## src/rtl/uart_imem_loader_pkg.sv

```systemverilog
// Shared definitions for the UART boot loader: FSM encodings, the default
// frame marker, the imem base address and the checksum helper.
package uart_imem_loader_pkg;

    typedef enum logic [2:0] {
        LDR_IDLE = 3'd0,
        LDR_LEN0 = 3'd1,
        LDR_LEN1 = 3'd2,
        LDR_DATA = 3'd3,
        LDR_CSUM = 3'd4,
        LDR_RUN  = 3'd5,
        LDR_ERR  = 3'd6
    } ldr_state_t;

    localparam logic [7:0]  LDR_SYNC_BYTE = 8'hA5;

    // The loader always fills the instruction memory from byte address 0.
    localparam logic [31:0] LDR_IMEM_BASE = 32'h0000_0000;

    // Modulo-256 running sum over the data bytes of a frame.
    function automatic logic [7:0] ldr_csum_add(input logic [7:0] csum,
                                                input logic [7:0] data);
        return csum + data;
    endfunction

endpackage

```

## src/rtl/uart_imem_loader_if.sv

```systemverilog
// Byte-stream input and imem write port of the boot loader.
interface uart_imem_loader_if #(
    parameter int ADDR_WIDTH = 16
) ();
    logic [7:0]            rx_data;
    logic                  rx_valid;
    logic                  imem_we;
    logic [ADDR_WIDTH-1:0] imem_waddr;
    logic [31:0]           imem_wdata;

    // Loader side: consumes bytes, drives the imem write port.
    modport slave (
        input  rx_data,
        input  rx_valid,
        output imem_we,
        output imem_waddr,
        output imem_wdata
    );

    // Environment side: UART receiver feeding bytes, imem observing writes.
    modport master (
        output rx_data,
        output rx_valid,
        input  imem_we,
        input  imem_waddr,
        input  imem_wdata
    );
endinterface

```

## src/rtl/uart_imem_loader_timer.sv

```systemverilog
// Inter-byte idle timer: counts enabled, non-cleared cycles and flags expiry
// once the count reaches TIMEOUT_CYCLES-1.
module loader_timer #(
    parameter int TIMEOUT_CYCLES = 1000000
) (
    input  logic clk,
    input  logic rst_n,
    input  logic i_clr,
    input  logic i_en,
    output logic o_expired
);
    localparam int            CW   = (TIMEOUT_CYCLES > 1) ? $clog2(TIMEOUT_CYCLES) : 1;
    localparam logic [CW-1:0] LAST = CW'(TIMEOUT_CYCLES - 1);

    logic [CW-1:0] r_count;

    // Idle counter: held at zero while disabled or cleared, saturates at LAST.
    always_ff @(posedge clk or negedge rst_n) begin
        if (!rst_n) begin
            r_count <= {CW{1'b0}};
        end else if (i_clr || !i_en) begin
            r_count <= {CW{1'b0}};
        end else if (r_count != LAST) begin
            r_count <= r_count + CW'(1);
        end else begin
            r_count <= r_count;
        end
    end

    assign o_expired = i_en && (r_count == LAST);

endmodule

```

## src/rtl/uart_imem_loader.sv

```systemverilog
// Boot-time loader: frames a UART byte stream, writes little-endian words into
// imem from address 0 and releases the CPU reset once the checksum matches.
module uart_imem_loader
    import uart_imem_loader_pkg::*;
#(
    parameter int         ADDR_WIDTH     = 16,
    parameter int         MAX_WORDS      = 16384,
    parameter int         TIMEOUT_CYCLES = 1000000,
    parameter logic [7:0] SYNC_BYTE      = LDR_SYNC_BYTE
) (
    input  logic               clk,
    input  logic               rst_n,
    uart_imem_loader_if.slave  bus,
    input  logic               i_reload,
    output logic               o_cpu_rst,
    output logic               o_load_done,
    output logic               o_load_error,
    output logic [15:0]        o_words_loaded
);
    localparam logic [16:0] MAX_WORDS_W = 17'(MAX_WORDS);

    ldr_state_t            r_state;
    ldr_state_t            w_next_state;
    logic [15:0]           r_len;
    logic [7:0]            r_csum;
    logic [1:0]            r_byte_idx;
    logic [15:0]           r_word_idx;
    logic [23:0]           r_asm;        // bytes 0..2 of the word in flight
    logic [15:0]           r_words_loaded;
    logic                  r_we;
    logic [ADDR_WIDTH-1:0] r_waddr;
    logic [31:0]           r_wdata;
    logic                  r_cpu_rst;
    logic                  r_load_done;
    logic                  r_load_error;

    logic [15:0]           w_len_full;
    logic                  w_len_bad;
    logic                  w_last_byte;
    logic                  w_last_word;
    logic                  w_timeout;
    logic                  w_tmr_clr;
    logic                  w_tmr_en;

    assign w_len_full  = {bus.rx_data, r_len[7:0]};
    assign w_len_bad   = (w_len_full == 16'd0) || ({1'b0, w_len_full} > MAX_WORDS_W);
    assign w_last_byte = (r_byte_idx == 2'd3);
    assign w_last_word = (r_word_idx == (r_len - 16'd1));

    // The timer only runs while a frame is in progress; any byte or state
    // change restarts the idle window.
    assign w_tmr_en  = (r_state == LDR_LEN0) || (r_state == LDR_LEN1) ||
                       (r_state == LDR_DATA) || (r_state == LDR_CSUM);
    assign w_tmr_clr = bus.rx_valid || i_reload || (w_next_state != r_state);

    loader_timer #(
        .TIMEOUT_CYCLES(TIMEOUT_CYCLES)
    ) u_timer (
        .clk      (clk),
        .rst_n    (rst_n),
        .i_clr    (w_tmr_clr),
        .i_en     (w_tmr_en),
        .o_expired(w_timeout)
    );

    // State register.
    always_ff @(posedge clk or negedge rst_n) begin
        if (!rst_n) begin
            r_state <= LDR_IDLE;
        end else begin
            r_state <= w_next_state;
        end
    end

    // Next-state logic; a byte in the same cycle as a timeout wins.
    always_comb begin
        w_next_state = r_state;
        if (i_reload) begin
            w_next_state = LDR_IDLE;
        end else begin
            case (r_state)
                LDR_IDLE: begin
                    if (bus.rx_valid && (bus.rx_data == SYNC_BYTE)) begin
                        w_next_state = LDR_LEN0;
                    end else begin
                        w_next_state = LDR_IDLE;
                    end
                end
                LDR_LEN0: begin
                    if (bus.rx_valid) begin
                        w_next_state = LDR_LEN1;
                    end else if (w_timeout) begin
                        w_next_state = LDR_ERR;
                    end else begin
                        w_next_state = LDR_LEN0;
                    end
                end
                LDR_LEN1: begin
                    if (bus.rx_valid) begin
                        w_next_state = w_len_bad ? LDR_ERR : LDR_DATA;
                    end else if (w_timeout) begin
                        w_next_state = LDR_ERR;
                    end else begin
                        w_next_state = LDR_LEN1;
                    end
                end
                LDR_DATA: begin
                    if (bus.rx_valid && w_last_byte && w_last_word) begin
                        w_next_state = LDR_CSUM;
                    end else if (!bus.rx_valid && w_timeout) begin
                        w_next_state = LDR_ERR;
                    end else begin
                        w_next_state = LDR_DATA;
                    end
                end
                LDR_CSUM: begin
                    if (bus.rx_valid) begin
                        w_next_state = (bus.rx_data == r_csum) ? LDR_RUN : LDR_ERR;
                    end else if (w_timeout) begin
                        w_next_state = LDR_ERR;
                    end else begin
                        w_next_state = LDR_CSUM;
                    end
                end
                LDR_RUN: begin
                    w_next_state = LDR_RUN;
                end
                LDR_ERR: begin
                    if (bus.rx_valid && (bus.rx_data == SYNC_BYTE)) begin
                        w_next_state = LDR_LEN0;
                    end else begin
                        w_next_state = LDR_ERR;
                    end
                end
                default: begin
                    w_next_state = LDR_IDLE;
                end
            endcase
        end
    end

    // Datapath: length capture, word assembly, registered imem write and status.
    always_ff @(posedge clk or negedge rst_n) begin
        if (!rst_n) begin
            r_len          <= 16'd0;
            r_csum         <= 8'd0;
            r_byte_idx     <= 2'd0;
            r_word_idx     <= 16'd0;
            r_asm          <= 24'd0;
            r_words_loaded <= 16'd0;
            r_we           <= 1'b0;
            r_waddr        <= {ADDR_WIDTH{1'b0}};
            r_wdata        <= 32'd0;
            r_cpu_rst      <= 1'b1;
            r_load_done    <= 1'b0;
            r_load_error   <= 1'b0;
        end else if (i_reload) begin
            r_byte_idx   <= 2'd0;
            r_we         <= 1'b0;
            r_cpu_rst    <= 1'b1;
            r_load_done  <= 1'b0;
            r_load_error <= 1'b0;
        end else begin
            r_we <= 1'b0;
            if (bus.rx_valid) begin
                case (r_state)
                    LDR_LEN0: begin
                        r_len[7:0] <= bus.rx_data;
                    end
                    LDR_LEN1: begin
                        r_len[15:8] <= bus.rx_data;
                        if (w_next_state == LDR_DATA) begin
                            r_csum         <= 8'd0;
                            r_byte_idx     <= 2'd0;
                            r_word_idx     <= 16'd0;
                            r_words_loaded <= 16'd0;
                        end
                    end
                    LDR_DATA: begin
                        r_csum     <= ldr_csum_add(r_csum, bus.rx_data);
                        r_byte_idx <= r_byte_idx + 2'd1;
                        case (r_byte_idx)
                            2'd0: r_asm[7:0]   <= bus.rx_data;
                            2'd1: r_asm[15:8]  <= bus.rx_data;
                            2'd2: r_asm[23:16] <= bus.rx_data;
                            default: begin
                                // Write port is separate from the assembly
                                // lanes so byte 0 of the next word can land
                                // during this write cycle.
                                r_we       <= 1'b1;
                                r_waddr    <= ADDR_WIDTH'(LDR_IMEM_BASE) +
                                              ADDR_WIDTH'({r_word_idx, 2'b00});
                                r_wdata    <= {bus.rx_data, r_asm};
                                r_word_idx <= r_word_idx + 16'd1;
                                if ({1'b0, r_words_loaded} < MAX_WORDS_W) begin
                                    r_words_loaded <= r_words_loaded + 16'd1;
                                end
                            end
                        endcase
                    end
                    LDR_CSUM: begin
                        if (w_next_state == LDR_RUN) begin
                            r_cpu_rst   <= 1'b0;
                            r_load_done <= 1'b1;
                        end
                    end
                    default: begin
                    end
                endcase
            end
            if ((w_next_state == LDR_ERR) && (r_state != LDR_ERR)) begin
                r_load_error <= 1'b1;
            end else if ((r_state == LDR_ERR) && (w_next_state == LDR_LEN0)) begin
                r_load_error <= 1'b0;
            end
        end
    end

    assign bus.imem_we     = r_we;
    assign bus.imem_waddr  = r_waddr;
    assign bus.imem_wdata  = r_wdata;
    assign o_cpu_rst       = r_cpu_rst;
    assign o_load_done     = r_load_done;
    assign o_load_error    = r_load_error;
    assign o_words_loaded  = r_words_loaded;

endmodule

```

## src/flat_wrapper.sv

```systemverilog
// flat-port wrapper written by rule: the top's interface ports become plain ports
module uart_imem_loader_flat import uart_imem_loader_pkg::*;
#(
    parameter int         ADDR_WIDTH     = 16,
    parameter int         MAX_WORDS      = 16384,
    parameter int         TIMEOUT_CYCLES = 1000000,
    parameter logic [7:0] SYNC_BYTE      = LDR_SYNC_BYTE
)
  (clk, rst_n, i_reload, o_cpu_rst, o_load_done, o_load_error, o_words_loaded, bus_rx_data, bus_rx_valid, bus_imem_we, bus_imem_waddr, bus_imem_wdata);
  uart_imem_loader_if #(.ADDR_WIDTH(ADDR_WIDTH)) bus_i ();
  input  logic clk;
  input  logic rst_n;
  input  logic i_reload;
  output logic o_cpu_rst;
  output logic o_load_done;
  output logic o_load_error;
  output logic [15:0] o_words_loaded;
  input wire logic [$bits(bus_i.rx_data)-1:0] bus_rx_data;
  input wire logic [$bits(bus_i.rx_valid)-1:0] bus_rx_valid;
  output wire logic [$bits(bus_i.imem_we)-1:0] bus_imem_we;
  output wire logic [$bits(bus_i.imem_waddr)-1:0] bus_imem_waddr;
  output wire logic [$bits(bus_i.imem_wdata)-1:0] bus_imem_wdata;
  assign bus_i.rx_data = bus_rx_data;
  assign bus_i.rx_valid = bus_rx_valid;
  assign bus_imem_we = bus_i.imem_we;
  assign bus_imem_waddr = bus_i.imem_waddr;
  assign bus_imem_wdata = bus_i.imem_wdata;
  uart_imem_loader #(.ADDR_WIDTH(ADDR_WIDTH), .MAX_WORDS(MAX_WORDS), .TIMEOUT_CYCLES(TIMEOUT_CYCLES), .SYNC_BYTE(SYNC_BYTE)) u_core (.clk(clk), .rst_n(rst_n), .bus(bus_i), .i_reload(i_reload), .o_cpu_rst(o_cpu_rst), .o_load_done(o_load_done), .o_load_error(o_load_error), .o_words_loaded(o_words_loaded));
endmodule
```

## config.mk

```make
export PLATFORM = sky130hd
export DESIGN_NAME = uart_imem_loader_flat
export DESIGN_NICKNAME = d
export VERILOG_FILES = /design/src/rtl/uart_imem_loader_pkg.sv /design/src/rtl/uart_imem_loader_if.sv /design/src/rtl/uart_imem_loader_timer.sv /design/src/rtl/uart_imem_loader.sv /design/src/flat_wrapper.sv
export SDC_FILE = /design/constraint.sdc
export NUM_CORES = 1
export LEC_CHECK = 0
export ABC_AREA = 1
export CAP_MARGIN = 20
export CORE_MARGIN = 1
export CORE_UTILIZATION = 25
export CTS_BUF_LIST = sky130_fd_sc_hd__clkbuf_4 sky130_fd_sc_hd__clkbuf_8 sky130_fd_sc_hd__clkbuf_16
export DETAILED_ROUTE_END_ITERATION = 8
export MAX_ROUTING_LAYER = met4
export PLACE_DENSITY_LB_ADDON = 0.25
export REMOVE_ABC_BUFFERS = 1
export SYNTH_ARGS = -nofsm -noshare
export SYNTH_HDL_FRONTEND = slang
export SYNTH_HIERARCHICAL = 1
export SYNTH_SLANG_ARGS = --single-unit
```

## constraint.sdc

```tcl
create_clock -name clk -period 8.6 [get_ports clk]
set_clock_uncertainty 0.2 [all_clocks]
set_input_delay 0.86 -clock clk [delete_from_list [all_inputs] [get_ports clk]]
set_output_delay 0.86 -clock clk [all_outputs]
set_load 0.02 [all_outputs]
```

==> impl_metrics.toml, run 1 <==
[timing]
rsz0062_at_grt = "no"
hold_viol = 0
relSlewSlack_pct = 38.2
worst_pin_slew_ns = 0.928
drv_slew = 0
post-route-period-util_pct = 49.6
fmax_ghz = 0.234
finalSetupViolations = 0
tns_ns = 0
period_minus_slack_ns = 4.26

[yosys]
synth_seq_cells = 155
synth_cell_type_count = 40
syn-cell-area_mm2 = 0.00841
synth.area.top_cells = "dfrtp_1 46%, nand2_1 17%, nor2_1 5.2%, inv_1 4.3%, o21ai_0 4.2%"
synthCells = 1117
yosysWarnings = 6
synthDominantCellAreaShare_pct = 45.8
ys.flop_type = "dfrtp_1"
synth_edf_count = 0
postSynthAreaPerCell_um2 = 7.53
ys_seq_area_share_pct = 46.1
async_flop_share_pct = 100
yosys.area.top_type = "dfrtp_1"

[grt]
grt_max_degree = 84
grt_pass1_vias = 7297
overflow = 0
grt_pass1_wl_mm = 37.8
antenna_found_initial = 0
grt_usage_pct = 14.3

[floorplan]
die_h_um = 185
row_count = 66
die-area_mm2 = 0.0344
die_x_um = 185
start_util_pct = 25.6
io_pins = 80
design.core.area_mm2 = 0.0329

[setup_path]
reg2reg_to = "u_core/u_timer/r_count[15]$_DFFE_PN0P_"
reg2regPathDepth = 19
regToRegSetupSlack_ns = 4.34
timing_worst_setup_path_type = "reg -> reg"
r2r_start = "u_core/r_state[0]$_DFF_PN0_"
crit_required_ns = 8.75
critPathCaptureType = "flop"
critPathLaunchType = "flop"
path_max_fanout = 18
crit_arrival_ns = 4.42

[place]
globalplace.congestion = 0.847
numPortBuffers = 77
place_hpwl_mm = 15.7

[cells_and_area]
layout_commonest_cell = "nand2_1"
final_cell_mix = "389 x nand2_1, 154 x dfrtp_1, 116 x nor2_1, 95 x inv_1, 76 x clkdlybuf4s50_1"
area_growth_pct = 21.9
num_antenna_cells = 0
layout-drive-gt1-share_pct = 6.68
nNetsFinal = 1214

[detailed_routing]
ant_nets = 0
dr.pass1.iters = 6
routed_wl_mm = 22.3
vias = 7304
vias_per_cell = 4.45
drc = 0
wl_per_cell_um = 13.6
drt_iter0_drc = 510

[power]
p_total_w = 0.00164
vdd_drop_max_uv = 135
power_density_mw_per_mm2 = 160
p_leak_nw = 4.75

[min_path]
hold_path_depth = 2
min_to = "u_core/bus.imem_wdata[20]$_DFFE_PN0P_"
hp-class = "reg -> reg"
min_from = "u_core/r_asm[20]$_DFFE_PN0P_"

[cts]
hold_buffers = 0
numCtsBuffers = 17
clkSinkCount = 155
post_cts_resized = 0
clock_latency_ns = 0.43
htreeDepth = 4
clock_tree.root_cell = "clkbuf_16"
cts_setup_buffers = 0
clkTransAtPathRegs_ns = 0.08
cts_tree = "yes"
cts_buffer_depth = 2

[job]
cap_violations = 0

[run_status]
status = "finished, final reports clean"
==> per-layer routing <==
| layer | GRT usage [%] | wire length [um] |
|---|---|---|
| met1 | 18.4 | 10800 |
| met2 | 22.9 | 10300 |
| met3 | 2.43 | 835 |
| met4 | 4.53 | 376 |
| met5 | - | 0 |
==> flip-flops by register name, indices dropped and copies added, names as in the netlist, 2 cells and up <==
| register | cells |
|---|---|
| u_core/bus.imem_wdata | 32 |
| u_core/r_csum | 8 |
| u_core/r_state | 3 |
| u_core/bus.imem_waddr | 14 |
| u_core/r_byte_idx | 2 |
| u_core/r_asm | 24 |
| u_core/o_words_loaded | 16 |
| u_core/u_timer/r_count | 20 |
| u_core/r_len | 16 |
| u_core/r_word_idx | 16 |
==> synth_stat cells (9+ instances only) <==
| cell | number |
|---|---|
| a21oi_1 | 13 |
| clkbuf_1 | 22 |
| dfrtp_1 | 154 |
| ha_1 | 16 |
| inv_1 | 96 |
| nand2_1 | 389 |
| nand2_2 | 9 |
| nand3_1 | 62 |
| nand4_1 | 42 |
| nor2_1 | 117 |
| nor2_2 | 11 |
| nor3_1 | 16 |
| o21ai_0 | 71 |
| xor2_1 | 31 |
==> worst max-delay path, cell delays in order (launching register included) <==
cell and delay, ns:
dfrtp_1 0.44, inv_1 0.10, nor3_2 0.50, inv_1 0.46, nand4_1 0.20, inv_1 0.07, nor2_1 0.15, nor2_1 0.07
o21ai_0 0.15, o21ai_0 0.10, nor2_1 0.08, o21ai_0 0.09, inv_1 0.08, nand2_2 0.08, nand2_1 0.10, xor2_1 0.16
nand3_1 0.11, nor2_2 0.57, inv_1 0.26, nor3_1 0.23
==> power breakdown <==
group | switching (W) | internal, W
sequential | 0.00000846 | 0.000734
combinational | 0.0000847 | 0.0000412
clock | 0.000373 | 0.000398
total | 0.000467 | 0.00117
==> how the worst max path moves through the flow <==
stage	depth (start not counted)	endpoint	from	slack (ns)
after detailed placement	19	u_core/u_timer/r_count[15]$_DFFE_PN0P_	u_core/r_state[0]$_DFF_PN0_	3.99
final	19	u_core/u_timer/r_count[15]$_DFFE_PN0P_	u_core/r_state[0]$_DFF_PN0_	4.34
after global routing	19	u_core/u_timer/r_count[15]$_DFFE_PN0P_	u_core/r_state[0]$_DFF_PN0_	3.76
after global placement	23	u_core/u_timer/r_count[15]$_DFFE_PN0P_	bus_rx_valid	3.98
after floorplan	7	u_core/bus.imem_waddr[2]$_DFFE_PN0P_	bus_rx_valid	4.05
after CTS	19	u_core/u_timer/r_count[15]$_DFFE_PN0P_	u_core/r_state[0]$_DFF_PN0_	3.98
==> stage by stage <==
| stage | util (%) | hold slack (ns) | cells | instance area (um^2) | worst slack (ns) |
|---|---|---|---|---|---|
| 2_1_floorplan | - | 0.246 | 1083 | 8240 | 4.05 |
| 3_3_place_gp | 29.2 | 0.256 | 1606 | 9610 | 3.98 |
| 3_5_place_dp | 29.2 | 0.260 | 1606 | 9610 | 3.99 |
| 4_1_cts | 31.1 | 0.275 | 1638 | 10200 | 3.98 |
| 5_1_grt | 31.2 | 0.295 | 1640 | 10300 | 3.76 |
| 6_report | 31.2 | 0.272 | 1640 | 10300 | 4.34 |
==> cells by family after synthesis <==
group / count (synthesis) / synth area share [%]
flops: 155 / 46.1
other cells: 1 / 0.0446
buf+inv: 133 / 6.44
compound gates: 97 / 6.01
fa+ha+maj: 17 / 2.62
xor+xnor: 39 / 4.06
simple gates: 675 / 34.7
==> final cells by class <==
type	count	area, um^2
multi-input combinational	830	4000
tap	442	553
inverter	98	368
fill	3570	22600
clock inverter	15	189
sequential	155	3880
clock buffer	17	425
timing repair buffer	83	837
(Power assumes the default switching activity.)
==> run 2: changes to the inputs <==
==> constraint.sdc (replaced) <==
create_clock -name clk -period 4.1 [get_ports clk]
set_clock_uncertainty 0.2 [all_clocks]
set_input_delay 0.41 -clock clk [delete_from_list [all_inputs] [get_ports clk]]
set_output_delay 0.41 -clock clk [all_outputs]
set_load 0.02 [all_outputs]
==> run 2 against run 1 <==
- die area did not move
- first-iteration DRC count shrank 16%
- critical path type unchanged
- worst setup slack worse by 3.7 ns
==> impl_metrics.toml, run 2 (synthesis gave the netlist of run 1 again) <==
[detailed_routing]
dr.pass1.iters = 4
routed_wl_mm = 22.4
vias = 7228
drt_iter0_drc = 427
drc = 0
wl_per_cell_um = 13.6
ant_nets = 0
vias_per_cell = 4.39

[cells_and_area]
layout-drive-gt1-share_pct = 6.98
num_antenna_cells = 0
area_growth_pct = 22.5
nNetsFinal = 1219
largest_reg_flops = 32
regArea_mm2 = 0.00388
n_fill_cell = 3561
multi_input_area_mm2 = 0.00400
final_cell_mix = "389 x nand2_1, 154 x dfrtp_1, 116 x nor2_1, 95 x inv_1, 76 x clkdlybuf4s50_1"
layout_commonest_cell = "nand2_1"

[grt]
overflow = 0
antenna_found_initial = 0
grt_max_degree = 87
grt_usage_pct = 14.3
grt_pass1_wl_mm = 37.6
grt_pass1_vias = 7105

[setup_path]
path_cells = "inv_1 -> nor3_1 -> inv_1 -> nand4_1 -> inv_1 -> nor2_1 -> nor2_1 -> o21ai_0 -> o21ai_0 -> nor2_1 -> o21ai_0 -> inv_1 -> nand2_2 -> nand2_1 -> xor2_1 -> nand3_1 -> nor2_2 -> buf_4 -> nand3_1 -> nand2_1"
crit_required_ns = 4.26
critPathLaunchType = "flop"
critPathCaptureType = "flop"
max_stage_delay_ns = 0.45
crit_slowest_cell = "dfrtp_1"
crit_arrival_ns = 3.67
timing_worst_setup_path_type = "reg -> reg"
regToRegSetupSlack_ns = 0.59
cpMostUsedCell = "inv_1"
path_max_fanout = 10

[floorplan]
start_util_pct = 25.6
io_pins = 80
die_x_um = 185
row_count = 66
design.core.area_mm2 = 0.0329
die_h_um = 185
die-area_mm2 = 0.0344

[cts]
clock_tree.root_cell = "clkbuf_16"
numCtsBuffers = 17
clock_latency_ns = 0.43
cts_setup_buffers = 0
clkSinkCount = 155
post_cts_resized = 0
cts_buffer_depth = 2
clkTransAtPathRegs_ns = 0.07
cts_tree = "yes"
htreeDepth = 4

[power]
clockPowerShare_pct = 47.4
switchingPower_w = 0.000961
p_sw_share_pct = 27.7
pwr-share-seq_pct = 44.8
p_leak_nw = 4.77
vdd_drop_max_uv = 251
power_density_mw_per_mm2 = 337
cell_internal_pwr_w = 0.00251
p_comb_share_pct = 7.7

[timing]
tns_ns = 0
worst_slack_ns = 0.593
rsz0062_at_grt = "no"
timing.hold.ws_ns = 0.197
drv_slew = 0
worst_pin_slew_ns = 0.713
relSlewSlack_pct = 52.5
hold_viol = 0
finalSetupViolations = 0
period_minus_slack_ns = 3.51
fmax_ghz = 0.285
post-route-period-util_pct = 85.5

[place]
place_hpwl_mm = 15.9
numPortBuffers = 77
pre_cts_ws_ns = 0.343
globalplace.congestion = 0.878

[job]
cap_violations = 0

[run_status]
status = "finished, final reports clean"

[min_path]
hp-class = "in -> async"
==> run 2: cell count changes in the layout (fill, tap and decap cells not counted), sizes merged <==
| cell | delta |
|---|---|
| inv | +1 |
| bufinv | +1 |
| dlygate4sd3 | +1 |
| clkinvlp | +1 |
| buf | +4 |
| clkinv | -3 |
==> run 2: critical path, delay by kind of cell (launching register included) <==
family / cells / cell delay (ns)
buffers and inverters: 5 / 0.65
xor gates and xnor gates: 1 / 0.15
and+or+nand+nor: 11 / 1.67
AOI/OAI and AO/OA: 3 / 0.33
DFF: 1 / 0.45
==> run 2: layer usage <==
layer  part of all wire (%)  global-route usage, %  up-vias
met3                    3.3                   2.43       15
met4                    1.1                   3.74        0
met2                     47                   23.1      113
li1                       -                      -     3708
met5                      0                      -        -
met1                     48                   18.4     3392
==> run 2: what timing repair did <==
item / in CTS / in global routing
hold buffers: 1 / 0
setup endpoints to repair: 0 / 0
endpoints found under the hold margin: 18 / 0
==> run 2: power groups by stage <==
stage	Clock [W]	Combinational (W)	Sequential, W
finish	0.00165	0.000269	0.00156
global route	0.00177	0.000323	0.00156
detailed placement	0	0.000272	0.00159
global placement	0	0.000267	0.00159
floorplan	0	0.000175	0.00158
CTS	0.00171	0.000274	0.00156
==> run 2: layout make-up <==
class	count	area share [%]
Inverter	98	3.57
Clock inverter	15	1.86
Timing Repair Buffer	88	8.56
Tap cell	442	5.37
Sequential cell	155	37.7
Clock buffer	17	4.13
Multi-Input combinational cell	830	38.9
==> run 2: stage by stage <==
stage / power [W] / util (%) / cell area [um^2] / cells
CTS: 0.00354 / 31.3 / 10300 / 1644
floorplan: 0.00176 / - / 8240 / 1083
global placement: 0.00185 / 29.4 / 9660 / 1611
finish: 0.00348 / 31.3 / 10300 / 1645
detailed placement: 0.00186 / 29.4 / 9660 / 1611
global route: 0.00366 / 31.3 / 10300 / 1645
==> run 2: path summary, 6_finish.rpt <==
path | start | end | cells past startpoint
setup / recovery | u_core/r_state[1]$_DFF_PN0_ | u_core/u_timer/r_count[5]$_DFFE_PN0P_ | 20
hold / removal | rst_n | u_core/bus.imem_waddr[6]$_DFFE_PN0P_ | 2
max in group asynchronous | rst_n | u_core/r_len[15]$_DFFE_PN0P_ | 3
setup reg to reg | u_core/r_state[1]$_DFF_PN0_ | u_core/u_timer/r_count[5]$_DFFE_PN0P_ | 20
min in group clk | u_core/r_asm[23]$_DFFE_PN0P_ | u_core/bus.imem_wdata[23]$_DFFE_PN0P_ | 2
hold reg to reg | u_core/r_asm[23]$_DFFE_PN0P_ | u_core/bus.imem_wdata[23]$_DFFE_PN0P_ | 2
